File: config.mk
export PLATFORM = sky130hd
export DESIGN_NAME = seq_divider
export DESIGN_NICKNAME = d
export VERILOG_FILES = /design/src/rtl/seq_divider_pkg.sv /design/src/rtl/seq_divider.sv
export SDC_FILE = /design/constraint.sdc
export NUM_CORES = 1
export LEC_CHECK = 0
export BUFFER_PORTS_ARGS = -buffer_cell sky130_fd_sc_hd__buf_2
export CAP_MARGIN = 20
export CORE_MARGIN = 5
export CORE_UTILIZATION = 35
export DETAILED_ROUTE_END_ITERATION = 16
export PLACE_DENSITY = 0.62
export SETUP_SLACK_MARGIN = 0.2
export SYNTH_ARGS = -nofsm -noshare
export SYNTH_HDL_FRONTEND = slang
export SYNTH_SLANG_ARGS = --single-unit
File: constraint.sdc
create_clock -name clk -period 5.1 [get_ports clk]
set_input_delay 0.255 -clock clk [delete_from_list [all_inputs] [get_ports clk]]
set_output_delay 0.255 -clock clk [all_outputs]
set_load 0.05 [all_outputs]
File: src/rtl/seq_divider_pkg.sv
// Shared constants for the sequential divider: the datapath width of the core
// and the operand width (one extra bit for sign/zero extension by the requester).
package seq_divider_pkg;

    localparam int DATA_WIDTH = 32;
    localparam int DIV_WIDTH  = DATA_WIDTH + 1;

endpackage

File: src/rtl/seq_divider.sv
// Restoring radix-2 signed divider: one quotient bit per cycle over WIDTH cycles,
// divide-by-zero answered in a single cycle, results held until the next completion.
module seq_divider
    import seq_divider_pkg::*;
#(
    parameter int WIDTH = DIV_WIDTH
) (
    input  logic             clk,
    input  logic             rst_n,
    input  logic [WIDTH-1:0] div_s1,
    input  logic [WIDTH-1:0] div_s2,
    input  logic             div_start,
    output logic [WIDTH-1:0] div_quotient,
    output logic [WIDTH-1:0] div_remainder,
    output logic             div_ready,
    output logic [1:0]       dbg_state
);

    // Handshake: div_start is a level sampled only in IDLE; div_ready is a
    // one-cycle strobe and the results are valid in that cycle and held after.

    localparam int CNT_W = $clog2(WIDTH + 1);
    localparam logic [CNT_W-1:0] LAST_STEP = CNT_W'(WIDTH - 1);

    typedef enum logic [1:0] {
        IDLE = 2'd0,
        BUSY = 2'd1,
        DONE = 2'd2
    } state_e;

    state_e           state_q, state_d;
    logic [CNT_W-1:0] cnt_q, cnt_d;
    logic [WIDTH-1:0] dvd_q, dvd_d;
    logic [WIDTH-1:0] dvs_q, dvs_d;
    logic [WIDTH-1:0] rem_q, rem_d;
    logic             neg_quot_q, neg_quot_d;
    logic             neg_rem_q, neg_rem_d;
    logic [WIDTH-1:0] quot_q, quot_d;
    logic [WIDTH-1:0] remd_q, remd_d;
    logic             ready_q, ready_d;

    logic [WIDTH-1:0] mag_s1;
    logic [WIDTH-1:0] mag_s2;
    logic [WIDTH:0]   rem_shift;
    logic [WIDTH-1:0] rem_sub;
    logic             step_ge;
    logic [WIDTH-1:0] rem_next;
    logic [WIDTH-1:0] dvd_next;

    always_comb begin
        // Unsigned WIDTH-bit magnitudes, so the most negative operand still fits.
        mag_s1 = div_s1[WIDTH-1] ? (~div_s1 + WIDTH'(1)) : div_s1;
        mag_s2 = div_s2[WIDTH-1] ? (~div_s2 + WIDTH'(1)) : div_s2;

        // The partial remainder stays below the divisor, so after the shift
        // only the compare needs the extra bit; the difference fits in WIDTH.
        rem_shift = {rem_q, dvd_q[WIDTH-1]};
        step_ge   = rem_shift >= {1'b0, dvs_q};
        rem_sub   = rem_shift[WIDTH-1:0] - dvs_q;
        rem_next  = step_ge ? rem_sub : rem_shift[WIDTH-1:0];
        dvd_next  = {dvd_q[WIDTH-2:0], step_ge};
    end

    always_comb begin
        state_d    = state_q;
        cnt_d      = cnt_q;
        dvd_d      = dvd_q;
        dvs_d      = dvs_q;
        rem_d      = rem_q;
        neg_quot_d = neg_quot_q;
        neg_rem_d  = neg_rem_q;
        quot_d     = quot_q;
        remd_d     = remd_q;
        ready_d    = 1'b0;

        case (state_q)
            IDLE: begin
                if (div_start) begin
                    if (div_s2 == '0) begin
                        quot_d  = '1;
                        remd_d  = div_s1;
                        ready_d = 1'b1;
                        state_d = DONE;
                    end else begin
                        dvd_d      = mag_s1;
                        dvs_d      = mag_s2;
                        neg_quot_d = div_s1[WIDTH-1] ^ div_s2[WIDTH-1];
                        neg_rem_d  = div_s1[WIDTH-1];
                        cnt_d      = '0;
                        rem_d      = '0;
                        state_d    = BUSY;
                    end
                end
            end
            BUSY: begin
                dvd_d = dvd_next;
                rem_d = rem_next;
                cnt_d = cnt_q + CNT_W'(1);
                if (cnt_q == LAST_STEP) begin
                    // Signs are applied while the final step lands in the output flops.
                    quot_d  = neg_quot_q ? (~dvd_next + WIDTH'(1)) : dvd_next;
                    remd_d  = neg_rem_q ? (~rem_next + WIDTH'(1)) : rem_next;
                    ready_d = 1'b1;
                    state_d = DONE;
                end
            end
            DONE: begin
                state_d = IDLE;
            end
            default: begin
                state_d = IDLE;
            end
        endcase
    end

    always_ff @(posedge clk or negedge rst_n) begin
        if (!rst_n) begin
            state_q    <= IDLE;
            cnt_q      <= '0;
            dvd_q      <= '0;
            dvs_q      <= '0;
            rem_q      <= '0;
            neg_quot_q <= 1'b0;
            neg_rem_q  <= 1'b0;
            quot_q     <= '0;
            remd_q     <= '0;
            ready_q    <= 1'b0;
        end else begin
            state_q    <= state_d;
            cnt_q      <= cnt_d;
            dvd_q      <= dvd_d;
            dvs_q      <= dvs_d;
            rem_q      <= rem_d;
            neg_quot_q <= neg_quot_d;
            neg_rem_q  <= neg_rem_d;
            quot_q     <= quot_d;
            remd_q     <= remd_d;
            ready_q    <= ready_d;
        end
    end

    assign div_quotient  = quot_q;
    assign div_remainder = remd_q;
    assign div_ready     = ready_q;
    assign dbg_state     = state_q;

endmodule
==> impl_metrics.json, run 1 <==
{
  "synthesis.instances": 1558,
  "wire_per_inst_um": 17.9,
  "synthFlopType": "dfrtp_1",
  "maximum_number_of_pins_on_one_net_before_global_route_repair": 87,
  "synth.top_cells.by_count": "a21oi_1 (184), nand2_1 (184), dfrtp_1 (176)",
  "first_global_vias": 11400,
  "routabilityCongestion": 0.927,
  "cp.required_ns": 5.43,
  "grt_pass1_wl_mm": 61.9,
  "biggest_cell_delay_along_the_critical_path_ns": 0.56,
  "maxCapViolCount": 0,
  "synth.yosys.seq_area_share": 0.353,
  "final_layout_size_suffix_gt1_frac": 0.167,
  "r2r_setup_slack_ns": 0.21,
  "cts_max_path_buffers": 2,
  "report.final.slew_viol_count": 0,
  "final_antenna_net_count": 0,
  "critical_path_arrival_ns": 5.22,
  "number_of_enable_flip_flop_cells_after_synthesis": 0,
  "design.die.area_um2": 39500,
  "finalWirelength_mm": 38.7,
  "clkSlewWorstSetupHoldPaths_ns": 0.08,
  "remaining_drc_errors": 0,
  "die_w_um": 199,
  "rr_startpoint": "dvd_q[32]",
  "syn_nets": 1667,
  "total_iterations_of_the_first_detailed_routing_run": 5,
  "tightestPinTransition_ns": 1.00,
  "timing.critical_path.from_type": "flop",
  "critPathMostFrequentCell": "ha_2",
  "effective_utilization_at_floorplan": 0.352,
  "setup.worst_path.start": "dvd_q[32]",
  "tritoncts_sinks": 176,
  "core_region_area_um2": 35400,
  "fp-row-count": 69,
  "yosys.area.top_type": "dfrtp_1",
  "finalNetCount": 1796,
  "synth.cell_area_um2": 12500,
  "ys_async_sr_fraction": 1.00,
  "synth_top_area_frac": 0.353,
  "initial_antenna_violation_count": 1,
  "synth_cell_types": 73,
  "route.vias.total": 11700,
  "setup_viol": 0,
  "finalWorstSetupSlack_ns": 0.210,
  "grt_overflow": 0,
  "max_clock_freq_ghz": 0.204,
  "area.sequential_um2": 4400,
  "tritoncts": "built",
  "r2r_end": "div_remainder[32]",
  "filler_cell_count": 3648,
  "synthesis.area_per_instance_um2": 8.01,
  "io-pin-count": 138,
  "portBuffers": 137,
  "worstSkewPairLatency_ns": 0.45,
  "grt_setup_unrepaired": "yes",
  "multi_input_comb_area_um2": 7640,
  "synth-seq-cells": 176,
  "crit_type": "flop to flop",
  "period_needed_ns": 4.89,
  "critical_path.max_fanout": 3,
  "worst-path-stages": 22,
  "endpoint_kind": "flop",
  "period_share": 0.959,
  "area_growth_pct": 16.8,
  "dpl_worst_slack_ns": 0.125,
  "ctsHtreeMaxLevel": 4,
  "run_status": "finished, final reports clean",
  "drtIter0Drc": 789,
  "worstHoldPathType": "primary input to flop",
  "dp_hpwl_mm": 29.7,
  "gr-usage-all-layers": 0.194,
  "critical_path.cell_chain": "inv_1 > ha_2 > inv_2 > fa_2 > a211oi_2 > o21ai_2 > a22oi_2 > a21bo_2 > nand2_4 > inv_4 > mux2i_4 > ha_2 > or4b_4 > nor2_4 > nand4_1 > o31ai_4 > o2111ai_2 > or4_4 > nand3b_1 > o31ai_2 > xor2_1 > a21oi_1",
  "final.setup_skew_ns": 0.00960,
  "numCtsBuffers": 17,
  "timing.slew.headroom": 0.330,
  "r2r_cells": 22,
  "yosys-top-cells-area": "dfrtp_1 (35%), a21oi_1 (7.4%), xor2_1 (6.5%)",
  "endpoint": "div_remainder[32]",
  "synth-warning-count": 0,
  "crit_path_top_delay_cell": "or4_4",
  "cp_num_buf_inv": 3,
  "route.detailed.vias_per_inst": 5.40,
  "worst_path_dominant_cell_family": "simple AND/OR/NAND/NOR gates",
  "hold_viol_final": 0,
  "clockRootBuffer": "clkbuf_16",
  "dieHeight_um": 199
}
## stage by stage
stage	utilization	instances	hold WS [ns]	setup TNS [ns]	cell area, um2
2_1_floorplan	-	1558	-0.0406	0	12600
3_3_place_gp	0.390	2115	0.379	0	13800
3_5_place_dp	0.390	2115	0.385	0	13800
4_1_cts	0.408	2153	0.0868	0	14400
5_1_grt	0.411	2160	0.0904	-0.00605	14600
6_report	0.412	2163	0.0989	0	14600
## layer usage
metal	vias to the layer above	GRT usage	wire, um	share of wire
met2	317	0.303	17200	0.44
met5	-	0	0	0
met3	41	0.0251	1930	0.050
met4	0	0.0448	639	0.016
li1	5810	-	-	-
met1	5514	0.288	19000	0.49
## logic make-up (layout without fill, tap and decap cells)
group                    count (synthesis)  after routing  synth area share
XOR/XNOR                               146            146             0.103
buffers and inverters                  143            284            0.0470
AO/OA/AOI/OAI                          509            509             0.242
AND/OR/NAND/NOR                        522            522             0.197
multiplexers                            22             22            0.0181
adder cells (fa/ha/maj)                 40             40            0.0407
flip-flops                             176            176             0.353
other                                    0              3                 0
## flip-flops by register name, indices dropped and copies added (netlist names), 2 cells and up
register and flops:
div_quotient 33, div_remainder 33, dvd_q 33, dvs_q 33, rem_q 33, cnt_q 6, dbg_state 2
## cell type report
cell class	instances	share of cell area
diodes	3	0.000515
clock buffers	18	0.0301
clock inverters	13	0.00730
inverters	53	0.0138
multi-input cells	1239	0.525
flip-flops and latches	176	0.302
well taps	461	0.0396
repair buffers	200	0.0818
## placed cells by master (no fill, tap or decap), types with 14 or more instances in the layout
cell,netlist,layout
xnor2_1,54,54
or4_1,28,27
mux2i_1,18,17
and3_1,14,14
xor2_1,92,92
o21ai_0,153,151
nand2_1,184,182
ha_1,39,33
a21o_1,14,14
a21oi_1,184,182
a31oi_1,15,15
or3_1,23,23
o31ai_1,39,37
nand3_1,15,15
o41ai_1,17,17
buf_4,9,60
nor3_1,22,20
nor2_1,162,161
clkbuf_16,0,17
dfrtp_1,176,176
buf_2,7,136
inv_1,52,50
## how the worst min path moves through the flow
stage / start / end / slack (ns) / cells after the start
after floorplan: rst_n / cnt_q[0] / -0.04 / 0
after global placement: rst_n / div_quotient[3] / 0.38 / 1
after detailed placement: rst_n / div_quotient[8] / 0.39 / 1
after CTS: div_s1[21] / div_remainder[21] / 0.09 / 3
after global routing: div_s1[21] / div_remainder[21] / 0.09 / 3
final: div_s1[21] / div_remainder[21] / 0.1 / 3
## tightest hold or removal path: stages
cell	delay, ns
buf_2	0.13
nand2_1	0.06
a31oi_1	0.07
## repair_timing
item,CTS,global route
hold buffers,1,0
setup buffers,6,7
setup endpoints to repair,1,4
cloned,0,0
pin swaps,13,13
hold endpoints to repair,84,0
resized for setup,6,17
Power of run 1 is not shown: default switching activity piles up to over one toggle a cycle in this logic, so the estimate is an artifact.
==> run 2: changes to the inputs <==
Settings changed: GPL_TIMING_DRIVEN from default to 0.
==> run 2 against run 1 <==
The run now ends with setup timing left. Clock skew grew 0.0058 ns. Die area is the same. Design area grew 2.5%. Hold slack lost 0.0096 ns. Core utilization grew 1.0 points. Non-clock buffer count grew 54. Critical path depth grew 2. Final cell count grew 2.5%. Clock-buffer cell count grew 2. Sequential share of layout area shrank 0.68 points.
==> impl_metrics.json, run 2 (synthesized netlist as in run 1, its figures left out) <==
{
  "worstHoldPathType": "primary input to flop",
  "portBuffers": 136,
  "biggest_cell_delay_along_the_critical_path_ns": 0.46,
  "total_iterations_of_the_first_detailed_routing_run": 6,
  "fp-row-count": 69,
  "final_layout_size_suffix_gt1_frac": 0.165,
  "period_share": 1.02,
  "hold_viol_final": 0,
  "first_global_vias": 11900,
  "routabilityCongestion": 0.954,
  "numCtsBuffers": 17,
  "cp.required_ns": 5.44,
  "design.die.area_um2": 39500,
  "global_route.usage.met3": 0.0340,
  "setup.worst_path.start": "dvd_q[32]",
  "maxCapViolCount": 0,
  "final.setup_skew_ns": 0.0154,
  "postLayoutCoreUtil": 0.422,
  "finalWirelength_mm": 43.6,
  "io-pin-count": 138,
  "wire_per_inst_um": 19.7,
  "critical_path.max_fanout": 4,
  "gr-usage-all-layers": 0.217,
  "post_layout_nonfiller_instances": 2217,
  "report.final.slew_viol_count": 0,
  "effective_utilization_at_floorplan": 0.352,
  "clockRootBuffer": "clkbuf_16",
  "run_status": "finished, violations left",
  "filler_cell_count": 3655,
  "top_usage_layer": "met2",
  "period_needed_ns": 5.20,
  "violations": "setup timing",
  "maximum_number_of_pins_on_one_net_before_global_route_repair": 94,
  "grt_pass1_wl_mm": 67.0,
  "tritoncts": "built",
  "worst_path_dominant_cell_family": "compound AO/OA/AOI/OAI gates",
  "die_w_um": 199,
  "cp_num_buf_inv": 5,
  "tritoncts_sinks": 176,
  "dieHeight_um": 199,
  "initial_antenna_violation_count": 1,
  "worstSkewPairLatency_ns": 0.45,
  "post_place_cells": 2156,
  "critical_path_arrival_ns": 5.54,
  "tightestPinTransition_ns": 1.08,
  "setup_viol": 3,
  "clkSlewWorstSetupHoldPaths_ns": 0.08,
  "ctsHtreeMaxLevel": 4,
  "endpoint_kind": "flop",
  "drtIter0Drc": 892,
  "met1_usage": 0.283,
  "route.vias.total": 12200,
  "use_met2": 0.372,
  "crit_type": "flop to flop",
  "timing.critical_path.from_type": "flop",
  "cts_max_path_buffers": 2,
  "hold_path_startpoint": "div_s1[4]",
  "remaining_drc_errors": 0,
  "crit_path_top_delay_cell": "dfrtp_2",
  "finalNetCount": 1850,
  "max_clock_freq_ghz": 0.192,
  "layout_commonest_cell": "nand2_1",
  "dpl_worst_slack_ns": -1.26,
  "area_growth_pct": 19.7,
  "finalWorstSetupSlack_ns": -0.0975,
  "most-common-layout-cells": "nand2_1 (183), a21oi_1 (182), dfrtp_1 (170)",
  "critical_path.cell_chain": "inv_2 > ha_4 > inv_2 > fa_2 > a211oi_4 > o21ai_4 > a22oi_2 > a21bo_4 > nand2_8 > inv_8 > clkbuf_16 > clkbuf_16 > mux2i_4 > ha_4 > or4b_4 > nor2_1 > nand4_1 > o31ai_4 > o2111ai_2 > or4_4 > nand3b_1 > o31ai_2 > xor2_1 > a21oi_1",
  "grt_overflow": 0,
  "dp_hpwl_mm": 34.0,
  "timing.slew.headroom": 0.263,
  "rr_startpoint": "dvd_q[32]",
  "final_antenna_net_count": 0,
  "core_region_area_um2": 35400,
  "grt_setup_unrepaired": "yes",
  "route.detailed.vias_per_inst": 5.52
}
==> run 2: cell types whose count changed in the layout (fill, tap and decap cells not counted), moves of 3 or more <==
cell / change
clkbuf_4: +6
clkbuf_2: +8
buf_4: -26
ha_4: +3
clkbuf_1: +46
clkbuf_16: +3
dfrtp_2: +6
buf_2: +5
buf_1: +9
dfrtp_1: -6
==> run 2: per-stage QoR <==
| step | TNS, ns | instance area, um2 | hold WS, ns |
|---|---|---|---|
| final | -0.174 | 14900 | 0.0893 |
| after global routing | -0.575 | 14900 | 0.101 |
| after CTS | -0.252 | 14800 | 0.0819 |
| after detailed placement | -7.63 | 13900 | 0.289 |
| after global placement | -7.85 | 13800 | 0.464 |
| after floorplan | 0 | 12600 | -0.0406 |
==> run 2: final timing paths <==
path / to / slack [ns] / cells past startpoint
worst max-delay path: div_remainder[32] / -0.1 / 24
worst min-delay path: div_remainder[4] / 0.09 / 3
worst max register to register: div_remainder[32] / -0.1 / 24
worst min register to register: dvs_q[9] / 0.48 / 2
max in group asynchronous: dvd_q[32] / 3.78 / 3
min in group asynchronous: div_quotient[4] / 0.39 / 2
==> run 2: final cells by class <==
| cell class | instances | area, um2 | area share |
|---|---|---|---|
| buffer | 90 | 518 | 0.0347 |
| clock inverter | 12 | 124 | 0.00830 |
| clock buffer | 20 | 457 | 0.0306 |
| tap | 461 | 577 | 0.0386 |
| multi-input combinational | 1239 | 7700 | 0.516 |
| antenna | 2 | 5.00 | 0.000335 |
| inverter | 53 | 206 | 0.0138 |
| timing repair buffer | 164 | 927 | 0.0621 |
| sequential | 176 | 4410 | 0.295 |
==> run 2: per-layer routing <==
metal,part of all wire,up-vias
met4,0.026,2
met1,0.43,5833
met5,0.00030,-
met2,0.48,399
li1,-,5927
met3,0.062,67
==> run 2: tightest hold or removal path, stage by stage <==
cell     delay (ns)
buf_2          0.12
nand2_1        0.06
a31oi_1        0.08
==> run 2: timing repair <==
item	4_1_cts	5_1_grt
setup endpoints to repair	24	21
pin swaps	19	15
buffers inserted	20	6
hold endpoints to repair	83	0
hold buffers	1	0
gates resized for setup	39	31
Power of run 2 is left out for the same reason.
==> run 3: changes to the inputs <==
Settings changed: REMOVE_ABC_BUFFERS from default to 1.
==> run 3 against run 2 <==
The flow still finishes with violations (setup timing). First-iteration DRC count shrank 11%. Sequential share of layout area grew 0.65 points. Clock skew is essentially flat. Critical path depth shrank 2. Core utilization shrank 0.97 points. Final cell count shrank 3.8%. Die area is the same. Non-clock buffer count shrank 85.
==> impl_metrics.json, run 3 (synthesized netlist as in run 1, its figures left out) <==
{
  "biggest_cell_delay_along_the_critical_path_ns": 0.49,
  "critical_path.max_fanout": 4,
  "final.setup_skew_ns": 0.0152,
  "met3_length_mm": 1.68,
  "crit_type": "flop to flop",
  "period_needed_ns": 5.31,
  "finalWorstSetupSlack_ns": -0.213,
  "final.hold.worst_slack_ns": 0.101,
  "wire_per_inst_um": 17.7,
  "clockRootBuffer": "clkbuf_16",
  "effective_utilization_at_floorplan": 0.352,
  "core_region_area_um2": 35400,
  "critPathMostFrequentCell": "inv_2",
  "initial_antenna_violation_count": 0,
  "final_antenna_net_count": 0,
  "layout_commonest_cell": "a21oi_1",
  "worstHoldPathType": "primary input to flop",
  "numCtsBuffers": 17,
  "r2r_cells": 22,
  "clkSlewWorstSetupHoldPaths_ns": 0.07,
  "design.die.area_um2": 39500,
  "total_iterations_of_the_first_detailed_routing_run": 5,
  "tritoncts_sinks": 176,
  "timing.slew.headroom": 0.331,
  "worstSkewPairLatency_ns": 0.44,
  "maximum_number_of_pins_on_one_net_before_global_route_repair": 118,
  "area_growth_pct": 17.0,
  "hold_viol_final": 0,
  "cts_max_path_buffers": 2,
  "critical_path.cell_chain": "inv_2 > ha_4 > inv_2 > fa_2 > a211oi_4 > o21ai_4 > a22oi_2 > a21bo_4 > nand2_8 > clkinvlp_4 > mux2i_4 > ha_2 > or4b_4 > nor2_4 > nand4_1 > o31ai_4 > o2111ai_2 > or4_4 > nand3b_1 > o31ai_2 > xor2_1 > a21oi_1",
  "finalWirelength_mm": 37.8,
  "maxCapViolCount": 0,
  "violations": "setup timing",
  "met1Wirelength_mm": 17.8,
  "routed-wl-met2_mm": 17.5,
  "timing.critical_path.from_type": "flop",
  "gr-usage-all-layers": 0.191,
  "tritoncts": "built",
  "critical_path_arrival_ns": 5.60,
  "run_status": "finished, violations left",
  "placed_cell_area_um2": 13600,
  "grt_overflow": 0,
  "route.detailed.vias_per_inst": 5.40,
  "crit_path_top_delay_cell": "dfrtp_2",
  "grt_setup_unrepaired": "yes",
  "remaining_drc_errors": 0,
  "endpoint_kind": "flop",
  "portBuffers": 137,
  "dieHeight_um": 199,
  "tightestPinTransition_ns": 1.00,
  "dp_hpwl_mm": 28.0,
  "cp.required_ns": 5.39,
  "route.vias.total": 11500,
  "max_clock_freq_ghz": 0.188,
  "first_global_vias": 11200,
  "ctsHtreeMaxLevel": 4,
  "whs_path_depth": 3,
  "highest_layer": "met4",
  "period_share": 1.04,
  "drtIter0Drc": 791,
  "io-pin-count": 138,
  "final_layout_size_suffix_gt1_frac": 0.151,
  "report.final.slew_viol_count": 0,
  "finish.instance_area_um2": 14600,
  "fp-row-count": 69,
  "most-common-layout-cells": "a21oi_1 (184), nand2_1 (183), dfrtp_1 (175)",
  "setup_viol": 3,
  "grt_pass1_wl_mm": 61.4,
  "die_w_um": 199,
  "finalNetCount": 1767,
  "routabilityCongestion": 0.904
}
[run 3: cell types whose count changed in the layout (fill, tap and decap cells not counted), moves of 4 or more]
cell,previous run,this run
clkbuf_1,46,2
buf_4,34,18
buf_1,9,0
clkbuf_2,8,0
clkbuf_4,6,0
buf_2,141,136
dfrtp_1,170,175
dfrtp_2,6,1
ha_2,3,8
buf_12,1,5
[run 3: layout make-up]
cell class / instances / area (um2)
clock buffer: 19 / 433
timing repair buffer: 169 / 1100
fill: 3610 / 20800
inverter: 53 / 203
sequential: 176 / 4410
tap: 461 / 577
clock inverter: 13 / 176
antenna: 1 / 2.50
multi-input combinational: 1241 / 7690
[run 3: final timing paths]
| kind | startpoint | endpoint | slack [ns] |
|---|---|---|---|
| worst max-delay path | dvd_q[32] | div_remainder[32] | -0.21 |
| worst min-delay path | div_s1[12] | div_remainder[12] | 0.10 |
| worst max register to register | dvd_q[32] | div_remainder[32] | -0.21 |
| worst min register to register | div_remainder[3] | div_remainder[3] | 0.48 |
| max in group asynchronous | rst_n | rem_q[1] | 3.83 |
| min in group asynchronous | rst_n | div_quotient[30] | 0.33 |
[run 3: through the flow]
| step | TNS [ns] | cells | setup WS [ns] | utilization |
|---|---|---|---|---|
| after floorplan | -3.12 | 1468 | -0.778 | - |
| after global placement | -83.92 | 2066 | -2.84 | 0.377 |
| after detailed placement | -37.93 | 2074 | -2.40 | 0.383 |
| after CTS | -0.166 | 2124 | -0.166 | 0.409 |
| after global routing | -0.997 | 2132 | -0.387 | 0.412 |
| final | -0.427 | 2133 | -0.213 | 0.412 |
[run 3: critical path, delay by kind of cell (launching register included)]
family	cells	cell delay, ns
AO/OA/AOI/OAI	8	1.65
XOR/XNOR	1	0.27
adder cells (fa/ha/maj)	3	0.71
buffers and inverters	3	0.26
flip-flops	1	0.49
multiplexers	1	0.25
AND/OR/NAND/NOR	6	1.51
[run 3: metal layers]
layer | up-vias | GRT usage
met3 | 40 | 0.0308
li1 | 5756 | -
met4 | 0 | 0.0562
met1 | 5455 | 0.267
met5 | - | 0
met2 | 270 | 0.305
[run 3: timing repair]
item                                    4_1_cts  5_1_grt
hold buffers                                  1        0
setup buffers                                15        5
endpoints found under the hold margin        59        0
pin swaps                                    18       10
gates resized for setup                      39        4
endpoints found under the setup margin       59       10
gates cloned                                  2        0
Power of run 3 is left out for the same reason.
